### src/rtl/core_scheduler.sv
// core_scheduler: per-core instruction sequencer; define SCHED_WAIT_TIMEOUT_EN to add a WAIT watchdog
module core_scheduler #(
  parameter int THREADS_PER_BLOCK = 4,
  parameter int PROGRAM_MEM_ADDR_BITS = 8
`ifdef SCHED_WAIT_TIMEOUT_EN
  , parameter int WAIT_TIMEOUT = 255
`endif
) (
  input  logic                                           clk,
  input  logic                                           reset_n,
  input  logic                                           start,
  input  logic [THREADS_PER_BLOCK-1:0]                   thread_enable,
  input  logic [2:0]                                     fetcher_state,
  input  logic                                           decoded_mem_read_enable,
  input  logic                                           decoded_mem_write_enable,
  input  logic [1:0]                                     decoded_reg_input_mux,
  input  logic                                           decoded_ret,
  input  logic [2*THREADS_PER_BLOCK-1:0]                 lsu_state,
  input  logic                                           gemm_done,
  input  logic [PROGRAM_MEM_ADDR_BITS*THREADS_PER_BLOCK-1:0] next_pc,
  output logic [2:0]                                     core_state,
  output logic [PROGRAM_MEM_ADDR_BITS-1:0]               current_pc,
`ifdef SCHED_WAIT_TIMEOUT_EN
  output logic                                           wait_timeout,
`endif
  output logic                                           done
);
  typedef enum logic [2:0] {
    IDLE = 3'b000, FETCH = 3'b001, DECODE = 3'b010, REQUEST = 3'b011,
    WAIT = 3'b100, EXECUTE = 3'b101, UPDATE = 3'b110, DONE = 3'b111
  } state_t;
  state_t state, next;
  logic gemm_seen, lsu_busy, ready, timeout_hit;
  logic [PROGRAM_MEM_ADDR_BITS-1:0] pc_sel;
  assign core_state = state;
  assign done = state == DONE;
  assign ready = (!(decoded_mem_read_enable || decoded_mem_write_enable) || !lsu_busy) &&
                 (decoded_reg_input_mux != 2'b11 || gemm_seen);
  // an enabled lane is busy while its LSU is REQUESTING or WAITING (the two bits differ)
  always_comb begin
    lsu_busy = 1'b0;
    for (int i = 0; i < THREADS_PER_BLOCK; i++)
      lsu_busy = lsu_busy | (thread_enable[i] & ^lsu_state[2*i +: 2]);
  end
  // next PC comes from the lowest-indexed enabled lane
  always_comb begin
    pc_sel = '0;
    for (int i = THREADS_PER_BLOCK - 1; i >= 0; i--)
      if (thread_enable[i]) pc_sel = next_pc[i*PROGRAM_MEM_ADDR_BITS +: PROGRAM_MEM_ADDR_BITS];
  end
  // next-state logic
  always_comb begin
    next = state;
    case (state)
      IDLE:    next = start ? FETCH : IDLE;
      FETCH:   next = fetcher_state == 3'b010 ? DECODE : FETCH;
      DECODE:  next = REQUEST;
      REQUEST: next = WAIT;
      WAIT:    next = ready ? EXECUTE : timeout_hit ? DONE : WAIT;
      EXECUTE: next = UPDATE;
      UPDATE:  next = (decoded_ret || thread_enable == '0) ? DONE : FETCH;
      DONE:    next = DONE;
      default: next = IDLE;
    endcase
  end
  // state, PC and GEMM-completion flag registers
  always_ff @(posedge clk or negedge reset_n) begin
    if (!reset_n) begin
      state <= IDLE;
      current_pc <= '0;
      gemm_seen <= 1'b0;
    end else begin
      state <= next;
      if (state == UPDATE && next == FETCH) current_pc <= pc_sel;
      if (state == WAIT && next == EXECUTE) gemm_seen <= 1'b0;
      else if (gemm_done && (state == REQUEST || state == WAIT)) gemm_seen <= 1'b1;
    end
  end
`ifdef SCHED_WAIT_TIMEOUT_EN
  localparam int TW = $clog2(WAIT_TIMEOUT + 1) > 8 ? $clog2(WAIT_TIMEOUT + 1) : 8;
  logic [TW-1:0] wait_cnt;
  assign timeout_hit = !ready && wait_cnt == TW'(WAIT_TIMEOUT - 1);
  // counts WAIT cycles (zero on entry); sticky flag when the budget runs out
  always_ff @(posedge clk or negedge reset_n) begin
    if (!reset_n) begin
      wait_cnt <= '0;
      wait_timeout <= 1'b0;
    end else begin
      wait_cnt <= state == WAIT ? wait_cnt + 1'b1 : '0;
      if (state == WAIT && timeout_hit) wait_timeout <= 1'b1;
    end
  end
`else
  assign timeout_hit = 1'b0;
`endif
endmodule

### config.mk
export PLATFORM = sky130hd
export DESIGN_NAME = core_scheduler
export DESIGN_NICKNAME = d
export VERILOG_FILES = /design/src/rtl/core_scheduler.sv
export SDC_FILE = /design/constraint.sdc
export NUM_CORES = 1
export LEC_CHECK = 0
export ABC_AREA = 1
export CAP_MARGIN = 10
export CORE_MARGIN = 5
export CORE_UTILIZATION = 30
export DETAILED_ROUTE_END_ITERATION = 16
export MAX_ROUTING_LAYER = met4
export PLACE_DENSITY = 0.88
export SYNTH_ARGS = -nofsm -noshare
export SYNTH_HDL_FRONTEND = slang
export SYNTH_SLANG_ARGS = --single-unit
### constraint.sdc
create_clock -name clk -period 1.1 [get_ports clk]
set_clock_uncertainty 0.1 [all_clocks]
set_input_delay 0.165 -clock clk [delete_from_list [all_inputs] [get_ports clk]]
set_output_delay 0.165 -clock clk [all_outputs]
set_load 0.01 [all_outputs]
Yosys cells after proc, flatten, opt, wreduce, memory -nomap -nowiden --
Index checks and enable logic that the tools add are counted.
Storage, ports and cells: register bits after elaboration 12, bits in latches 0, memory bits (writable) 0, bits in read-only memories 0, input bits 56, output and inout bits 12, memories 0
Cells by class: add/sub/neg operators 0, multiply operators 0, divide/modulo/power cells 0, order comparisons 0, equal/unequal tests 11, shift-type cells 0, multiplexer cells 11, bitwise operators 7, reduce and logical (&&, ||, !) cells 18
Operators by type and width (number):
- 2-to-1 mux 8 bit | 4
- case mux 3 bit (8 select lines) | 1
- equality test 3 bit, second input constant | 5
- equality test 3 x 2 -> 1 bit, second input constant | 3
- parity 2 bit | 4
- equality test 3 x 1 -> 1 bit, second input constant | 2
- logical OR 1 bit | 5
- bitwise AND 1 bit | 4
- logical AND 1 bit | 4
- zero test 4 bit | 1
- 2-to-1 mux 1 bit | 4
- zero test 3 bit | 1
- 2-to-1 mux 3 bit | 1
- bitwise OR 1 bit | 3
- zero test 1 bit | 2
- 2-to-1 mux 2 bit | 1
- != test 2 bit, second input constant | 1
- nonzero test 2 bit | 1

Depth between registers and ports, before layout --
Gate-level depths: netlist (run 1).
word-level depth 13, mapped depth 9, mapped depth without buffers 9

Worst setup path after synthesis (run 1) --
Ideal clock, no wire load.
path type register -> output, start point register state[2], in the netlist core_state[2], end point output done, arrival 1.027 ns, data required time 0.835 ns, setup slack -0.192 ns, stages on the path, launching flop included 4, buffers on the path 1, cell sequence dfrtp_1 > nand2_1 > clkbuf_1 > nor2_1
On the way: longest elaborated chain between the ends 1
Ends and longest elaborated chain:
- from (decl) | line 32 | state_t state, next;
- from (signal assigned) | line 73 | state <= next;
- equality test 3 bit | line 36 | assign done = state == DONE;
- to (decl) | line 26 | output logic done
No other way between the ends.

Worst setup path after layout (run 1) --
start point input thread_enable[1], end point register current_pc[0]
On the way: longest elaborated chain between the ends 11, elaborated cells on any way between the ends 16
Ends and longest elaborated chain:
- from (decl) | line 12 | input logic [THREADS_PER_BLOCK-1:0] thread_enable,
- bitwise AND 1 bit | line 43 | lsu_busy = lsu_busy | (thread_enable[i] & ^lsu_state[2*i +: 2]);
- bitwise OR 1 bit (3 in a row) | line 43
- zero test 1 bit | line 37 | assign ready = (!(decoded_mem_read_enable || decoded_mem_write_enable) || !lsu_busy) &&
- logical OR 1 bit | line 37
- logical AND 1 bit | line 37
- 2-to-1 mux 1 bit | line 59 | WAIT: next = ready ? EXECUTE : timeout_hit ? DONE : WAIT;
- case mux 3 bit (8 select lines) | line 54 | case (state)
- equality test 3 x 1 -> 1 bit | line 74 | if (state == UPDATE && next == FETCH) current_pc <= pc_sel;
- logical AND 1 bit | line 74
- to (signal assigned) | line 74
- to (decl) | line 22 | output logic [PROGRAM_MEM_ADDR_BITS-1:0] current_pc,
Several ways; a longest one is shown, not always the timed one. A chain may end at the register's enable or synchronous reset.

==> impl_metrics.tcl, run 1 <==
set metrics [dict create \
    netlist_instances 130 \
    worst_slack_ns -0.233 \
    drc_errors 0 \
    yosysWarnings 0 \
    place.detailed.hpwl_um 2760 \
    num-fill-cells 229 \
    vias_per_cell 4.90 \
    relSlewSlack 0.851 \
    path_max_fanout 7 \
    dieHeight_um 63.8 \
    rrSetupSlack_ns -0.21 \
    root_buffer "clkbuf_4" \
    multi_input_area_um2 592 \
    fp.dieArea_um2 4070 \
    dp_slack_ns -0.480 \
    syn_area_um2 867 \
    drt_iter0_drc 42 \
    syn-num-nets 186 \
    grt_start_max_net_pins 13 \
    diodes 0 \
    arrival_ns 1.39 \
    placementRows 19 \
    finalSetupViolCount 16 \
    hold_class "input port to asynchronous set/reset pin" \
    peakVddDrop_mv 1.60 \
    first_pass_iters 4 \
    die_w_um 63.8 \
    ys_types 23 \
    antenna_found_initial 0 \
    final_cells 264 \
    vias 1293 \
    dp.cells 252 \
    nets 290 \
    finalMaxSlewViolations 0 \
    clkLatencyLatePin_ns 0.27 \
    overflow 0 \
    max_clock_freq_ghz 0.750 \
    hold_viol 0 \
    drive_gt1_frac 0.339 \
    synth-seq-area-share 0.346 \
    initial_core_util 0.314 \
    worstSetupEndpointType "register" \
    layout_min_cycle_time_ns 1.33 \
    start_kind "input port" \
    final_core_util 0.708 \
    routed_wl_um 3630 \
    crit_type "input port to register" \
    critPathRequiredTime_ns 1.16 \
    cts_hold_buf 0 \
    cts_buffer_depth 2 \
    min_period_over_period 1.21 \
    synth.avg_cell_area_um2 6.67 \
    cts.sinks 12 \
    path_clk_slew_ns 0.08 \
    rsz0062_at_grt "yes" \
    leakage_uw 0.000910 \
    cts_max_level 1 \
    core-area_um2 2760 \
    ioPinCount 68 \
    area_growth_pct 125 \
    cts_tree "yes" \
    violations "negative setup slack" \
    track_usage 0.172 \
    place_area_um2 1760 \
    cts_made_buffers 3 \
    cap_viol_max_count 0 \
    power-per-cell-area_nw_per_um2 1790 \
    postRouteAntennaNets 0 \
    grt_pass1_vias 1301 \
    status "finished with violations" \
    regArea_um2 304 \
    ys_ff_latch 12 \
    finalWeightedCongestion 0.862 \
    tightest_slew_ns 0.222 \
    design_area_um2 1950 \
    io_buffers 67 \
    post_drt_wl_per_cell_um 13.7 \
    grt_pass1_wl_um 5600 \
]
[routing by layer]
layer  part of all wire  global-route usage  wire, um
met5                  0                   -         0
met4             0.0052              0.0390        19
met1               0.39               0.199      1420
met2               0.53               0.298      1930
met3              0.069              0.0420       251
[flip-flops by register name, summed over array words and instances, names as in the netlist]
signal,flops
core_state,3
current_pc,8
gemm_seen,1
[cells in the mapped netlist (all sizes together)]
cell     count  area [um2]
a21oi        3        15.0
a22o         1        8.76
a31oi        8        50.1
buf          2        22.5
clkbuf       1        3.75
dfrtp       12         300
inv         13        48.8
nand2       50         193
nand3        3        15.0
nand3b       1        7.51
nor2        13        66.3
nor3         1        5.00
nor4         1        6.26
o2111ai      1        8.76
o211a        1        10.0
o21ai       10        50.1
o22ai        8        50.1
or2          1        6.26
[path summary, 6_finish.rpt]
path | startpoint | cells past startpoint | to
max in group asynchronous | reset_n | 2 | core_state[1]
min in group clk | current_pc[0] | 2 | current_pc[0]
min | reset_n | 2 | current_pc[3]
max | thread_enable[1] | 7 | current_pc[0]
max reg2reg | core_state[0] | 7 | current_pc[0]
min reg2reg | current_pc[0] | 2 | current_pc[0]
[through the flow]
stage / TNS (ns) / hold WS [ns] / power [uW]
2_1_floorplan: -0.586 / -0.231 / 1570
3_3_place_gp: -5.28 / 0.369 / 2680
3_5_place_dp: -5.80 / 0.378 / 2740
4_1_cts: -2.71 / 0.0956 / 3200
5_1_grt: -3.63 / 0.122 / 3740
6_report: -2.76 / 0.0960 / 3490
[what timing repair did]
action,in CTS,in global routing
setup endpoints to repair,24,19
setup buffers,7,1
gates resized for setup,65,23
pin swaps,3,4
[layout make-up]
cell class	count	share of cell area
timing repair buffer	102	0.483
multi-input combinational	102	0.303
sequential	12	0.156
inverter	13	0.0250
tap	31	0.0199
clock buffer	4	0.0135
[critical path: stages]
cell and delay [ns]:
clkdlybuf4s50_1 0.57, buf_4 0.16, nand2_2 0.12, o22ai_1 0.18
a31oi_1 0.08, nand2_2 0.07, nand2_1 0.05
[power by group]
part / total, uW / switching (uW) / leakage [uW] / internal (uW)
Sequential: 813 / 150 / 0.000142 / 663
Clock: 291 / 151 / 0.0000150 / 140
Combinational: 2390 / 1050 / 0.000753 / 1340
[kinds of logic (layout without fill, tap and decap cells)]
group | after synthesis | after routing | share of synthesized area
simple gates | 70 | 70 | 0.345
compound gates | 32 | 32 | 0.222
buf+inv | 16 | 119 | 0.0866
flops | 12 | 12 | 0.346
[cells in the final DEF (no fill, tap or decap)]
cell,n
clkbuf_1,1
nand3b_1,1
o22ai_2,1
nand2_1,41
o2111ai_1,1
a31oi_1,6
clkdlybuf4s50_1,55
nand3_1,3
a21oi_1,3
a31oi_4,1
nor2_4,5
o21ai_2,4
dfrtp_1,9
o22ai_1,7
buf_4,25
nor3_2,1
o211a_1,1
nand2_2,7
a22o_1,1
inv_2,1
nand2_4,2
a31oi_2,1
inv_1,12
dfrtp_2,3
nor4_1,1
buf_2,7
buf_6,15
o21ai_1,6
clkbuf_4,3
nor2_2,2
nor2_1,6
or2_2,1
Power figures use the tool's default switching activity.
==> run 2: changes to the inputs <==
--- a/config.mk
+++ b/config.mk
@@ -8,10 +8,10 @@
 export ABC_AREA = 1
 export CAP_MARGIN = 10
 export CORE_MARGIN = 5
-export CORE_UTILIZATION = 30
+export CORE_UTILIZATION = 33
 export DETAILED_ROUTE_END_ITERATION = 16
 export MAX_ROUTING_LAYER = met4
-export PLACE_DENSITY = 0.88
+export PLACE_DENSITY = 0.91
 export SYNTH_ARGS = -nofsm -noshare
 export SYNTH_HDL_FRONTEND = slang
 export SYNTH_SLANG_ARGS = --single-unit
==> constraint.sdc (replaced) <==
create_clock -name clk -period 1.27 [get_ports clk]
set_clock_uncertainty 0.1 [all_clocks]
set_input_delay 0.1905 -clock clk [delete_from_list [all_inputs] [get_ports clk]]
set_output_delay 0.1905 -clock clk [all_outputs]
set_load 0.01 [all_outputs]
==> run 2 against run 1 <==
Against the previous run:
- the flow now finishes without violations
- first-iteration DRC count down 52%
- wire length is 14% lower
- clock power up 6%
- setup slack gained 0.24 ns
- highest routed layer unchanged
- utilization up 2.1 points
- power decreased by 25%
- flip-flop and latch count unchanged
- sequential share of layout area increased by 0.96 points
==> impl_metrics.tcl, run 2 (synthesis results as in run 1) <==
set metrics [dict create \
    finalSetupViolCount 0 \
    initial_core_util 0.347 \
    layout_common_cells "clkdlybuf4s50_1 (51), nand2_1 (45), buf_4 (14)" \
    path_clk_slew_ns 0.08 \
    grt_start_max_net_pins 13 \
    num-fill-cells 202 \
    path_max_fanout 5 \
    final_cells 247 \
    area_growth_pct 110 \
    layout_commonest_cell "clkdlybuf4s50_1" \
    p_int_uw 1600 \
    cap_viol_max_count 0 \
    switching_share 0.392 \
    placementRows 18 \
    arrival_ns 1.38 \
    io_buffers 67 \
    layout_min_cycle_time_ns 1.27 \
    drc_errors 0 \
    drive_gt1_frac 0.221 \
    switching_power_uw 1030 \
    clkLatencyLatePin_ns 0.27 \
    clkPwrFrac 0.117 \
    finalMaxSlewViolations 0 \
    largest_register "current_pc" \
    hold_viol 0 \
    max_clock_freq_ghz 0.789 \
    nets 274 \
    cts_tree "yes" \
    largest_reg_flops 8 \
    cts_buffer_depth 2 \
    power-per-cell-area_nw_per_um2 1440 \
    p_total_uw 2630 \
    fp.dieArea_um2 3750 \
    drt_iter0_drc 20 \
    min_period_over_period 0.998 \
    worstSetupEndpointType "register" \
    first_pass_iters 4 \
    design_area_um2 1820 \
    peakVddDrop_mv 1.50 \
    diodes 0 \
    routed_wl_um 3140 \
    hold_class "input port to asynchronous set/reset pin" \
    cts_made_buffers 3 \
    cts.sinks 12 \
    vias 1181 \
    core-area_um2 2500 \
    overflow 0 \
    dieHeight_um 61.3 \
    critPathRequiredTime_ns 1.38 \
    track_usage 0.172 \
    finalWeightedCongestion 0.825 \
    antenna_found_initial 0 \
    grt_pass1_wl_um 4610 \
    cts_max_level 1 \
    grt_pass1_vias 1094 \
    tightest_slew_ns 0.329 \
    vias_per_cell 4.78 \
    root_buffer "clkbuf_4" \
    post_drt_wl_per_cell_um 12.7 \
    ioPinCount 68 \
    place.detailed.hpwl_um 2560 \
    relSlewSlack 0.779 \
    postRouteAntennaNets 0 \
    rsz0062_at_grt "yes" \
    start_kind "register" \
    crit_type "register to register" \
    die_w_um 61.3 \
    leakage_uw 0.000859 \
    dp_slack_ns -0.295 \
    worst_slack_ns 0.00299 \
    pwr-share-comb 0.623 \
    status "finished, final reports clean" \
    dp.cells 240 \
    pwr-share-seq 0.260 \
    place_area_um2 1680 \
]
==> run 2: changes by cell type in the layout (fill, tap and decap cells not counted), moves of 3 or more <==
cell             delta
clkdlybuf4s15_1     +5
nand2_1             +4
buf_4              -11
o21ai_1             -3
clkdlybuf4s50_1     -4
dlygate4sd2_1       +4
nand2_2             -3
buf_2               -5
buf_6               -9
dlymetal6s2s_1      +3
==> run 2: cell type report <==
type                            instances  area, um2  share of cell area
Inverter                               13       48.8              0.0268
Multi-Input combinational cell        102        563               0.309
Timing Repair Buffer                   86        836               0.458
Tap cell                               30       37.5              0.0206
Sequential cell                        12        302               0.165
Clock buffer                            4       36.3              0.0199
==> run 2: worst paths after layout <==
check,to,slack [ns],depth (start not counted),from
hold / removal,core_state[1],0.12,2,reset_n
setup reg to reg,core_state[0],0.003,6,core_state[1]
hold reg to reg,current_pc[5],0.39,2,current_pc[5]
max in group asynchronous,core_state[2],0.79,2,reset_n
min in group clk,current_pc[5],0.39,2,current_pc[5]
setup / recovery,core_state[0],0.003,6,core_state[1]
==> run 2: metrics by stage <==
stage / hold slack, ns / setup TNS, ns / utilization
after floorplan: -0.205 / 0 / -
after global placement: 0.370 / -3.00 / 0.673
after detailed placement: 0.376 / -3.30 / 0.673
after CTS: 0.122 / -0.00696 / 0.689
after global routing: 0.122 / -0.306 / 0.729
final: 0.116 / 0 / 0.729
==> run 2: what timing repair did <==
action	CTS	global route
buffers inserted	0	3
endpoints found under the setup margin	23	20
resized for setup	34	23
hold buffers	0	0
pin swaps	2	6
==> run 2: metal layers <==
| metal | wire length, um | GRT usage | vias to the layer above |
|---|---|---|---|
| met5 | 0 | - | - |
| met4 | 8 | 0.0279 | 0 |
| met3 | 267 | 0.0524 | 2 |
| met2 | 1660 | 0.319 | 40 |
| met1 | 1200 | 0.181 | 525 |
| li1 | - | - | 614 |
==> run 2: critical path, stage by stage, from the launching register on <==
cell and delay (ns):
dfrtp_1 0.41, buf_6 0.14, nor2_4 0.11, nand2_2 0.08
a31oi_4 0.16, nand2_2 0.06, a21oi_2 0.13
==> run 2: power groups by stage <==
| stage | Combinational (uW) | Sequential, uW | Clock, uW |
|---|---|---|---|
| finish | 1640 | 683 | 308 |
| global route | 1790 | 699 | 336 |
| CTS | 1410 | 670 | 311 |
| detailed placement | 1460 | 671 | 0 |
| global placement | 1430 | 664 | 0 |
| floorplan | 553 | 778 | 0 |
==> run 3: changes to the inputs <==
--- a/config.mk
+++ b/config.mk
@@ -9,9 +9,11 @@
 export CAP_MARGIN = 10
 export CORE_MARGIN = 5
 export CORE_UTILIZATION = 33
+export CTS_CLUSTER_DIAMETER = 100
 export DETAILED_ROUTE_END_ITERATION = 16
 export MAX_ROUTING_LAYER = met4
 export PLACE_DENSITY = 0.91
+export SETUP_SLACK_MARGIN = 0.15
 export SYNTH_ARGS = -nofsm -noshare
 export SYNTH_HDL_FRONTEND = slang
 export SYNTH_SLANG_ARGS = --single-unit
==> run 3 against run 2 <==
Against the previous run:
- the flow now finishes with violations (negative setup slack)
- setup slack got worse by 0.024 ns
- critical endpoint is now current_pc[3]
- largest power group unchanged
- largest cell class unchanged
- critical path depth up 1
- highest routed layer unchanged
- final cell count grew 4.9%
- register-to-register slack worse by 0.02 ns
==> impl_metrics.tcl, run 3 (synthesis results as in run 1) <==
set metrics [dict create \
    status "finished with violations" \
    violations "negative setup slack" \
    die_w_um 61.3 \
    crit_type "input port to register" \
    hold_viol 0 \
    antenna_found_initial 0 \
    grt_pass1_wl_um 5090 \
    cap_viol_max_count 0 \
    post_drt_wl_per_cell_um 14.4 \
    path_clk_slew_ns 0.09 \
    placementRows 18 \
    area_growth_pct 130 \
    peakVddDrop_mv 1.53 \
    dieHeight_um 61.3 \
    worst_slack_ns -0.0207 \
    rrSetupSlack_ns -0.02 \
    critPathRequiredTime_ns 1.35 \
    finalWeightedCongestion 0.719 \
    overflow 0 \
    grt_pass1_vias 1231 \
    clkLatencyLatePin_ns 0.28 \
    layout_common_cells "clkdlybuf4s50_1 (53), nand2_1 (36), buf_6 (18)" \
    postRouteAntennaNets 0 \
    place.detailed.hpwl_um 2580 \
    arrival_ns 1.37 \
    vias 1293 \
    start_kind "input port" \
    pwr-share-comb 0.678 \
    diodes 0 \
    relSlewSlack 0.786 \
    min_period_over_period 1.02 \
    reg2reg_depth 6 \
    nets 286 \
    p_int_uw 1940 \
    layout_min_cycle_time_ns 1.29 \
    hold_ws_ns 0.0966 \
    pwr-share-seq 0.221 \
    fp.dieArea_um2 3750 \
    r2r_start "core_state[0]" \
    first_pass_iters 5 \
    num-fill-cells 143 \
    core-area_um2 2500 \
    cts_made_buffers 3 \
    cp-startpoint "thread_enable[2]" \
    switching_power_uw 1260 \
    initial_core_util 0.347 \
    final_core_util 0.799 \
    path_max_fanout 7 \
    finalMaxSlewViolations 0 \
    drive_gt1_frac 0.371 \
    layout_commonest_cell "clkdlybuf4s50_1" \
    worstSetupEndpointType "register" \
    r2r_end "current_pc[3]" \
    cts_max_level 1 \
    drc_errors 0 \
    max_clock_freq_ghz 0.775 \
    cts.sinks 12 \
    io_buffers 67 \
    cts_buffer_depth 2 \
    cts_tree "yes" \
    grt_start_max_net_pins 13 \
    dp_slack_ns -0.296 \
    vias_per_cell 4.99 \
    root_buffer "clkbuf_4" \
    hold_class "input port to asynchronous set/reset pin" \
    clkPwrFrac 0.101 \
    largest_register "current_pc" \
    switching_share 0.394 \
    ioPinCount 68 \
    routed_wl_um 3740 \
    tightest_slew_ns 0.318 \
    power-per-cell-area_nw_per_um2 1600 \
    track_usage 0.190 \
    finalSetupViolCount 9 \
    drt_iter0_drc 50 \
    leakage_uw 0.000919 \
    largest_reg_flops 8 \
    rsz0062_at_grt "yes" \
]
run 3: timing repair:
action                                  CTS  global route
endpoints found under the setup margin   24            23
hold buffers                              0             0
buffers inserted                          8             4
pin swaps                                13             9
resized for setup                        81            21
run 3: per-layer routing:
metal  track usage  routed length [um]
met1         0.211                1390
met2         0.317                1950
met3        0.0440                 306
met4        0.0929                  91
met5             -                   0
run 3: layout make-up:
cell class              count  area (um2)  area share
repair buffers             98         933       0.467
multi-input cells         102         637       0.319
flip-flops and latches     12         304       0.152
inverters                  13        48.8      0.0244
well taps                  30        37.5      0.0188
clock buffers               4        36.3      0.0182
run 3: power by group through the flow:
| stage | sequential (uW) | combinational [uW] | clock (uW) |
|---|---|---|---|
| finish | 707 | 2170 | 323 |
| global route | 728 | 2320 | 337 |
| CTS | 689 | 1860 | 324 |
| detailed placement | 691 | 1580 | 0 |
| global placement | 686 | 1540 | 0 |
| floorplan | 793 | 574 | 0 |
run 3: through the flow:
step / instance area [um2] / power [uW] / setup TNS (ns) / cells
finish: 2000 / 3200 / -0.0777 / 259
global route: 2000 / 3380 / -0.667 / 259
CTS: 1870 / 2870 / -0.0225 / 255
detailed placement: 1720 / 2270 / -3.07 / 243
global placement: 1720 / 2230 / -2.82 / 243
floorplan: 882 / 1370 / 0 / 130
run 3: how the worst max path moves through the flow:
stage / to / slack (ns) / cells after the start
floorplan: core_state[0] / 0.11 / 5
global route: current_pc[2] / -0.08 / 6
finish: current_pc[3] / -0.02 / 7
detailed placement: current_pc[2] / -0.30 / 7
global placement: current_pc[3] / -0.26 / 7
CTS: current_pc[2] / -0.01 / 7
run 3: worst max-delay path, cell delays in order:
cell	delay, ns
clkdlybuf4s50_1	0.54
nor2_1	0.07
nand2_1	0.13
nand2_4	0.09
buf_6	0.15
o21ai_2	0.13
nand2_1	0.07
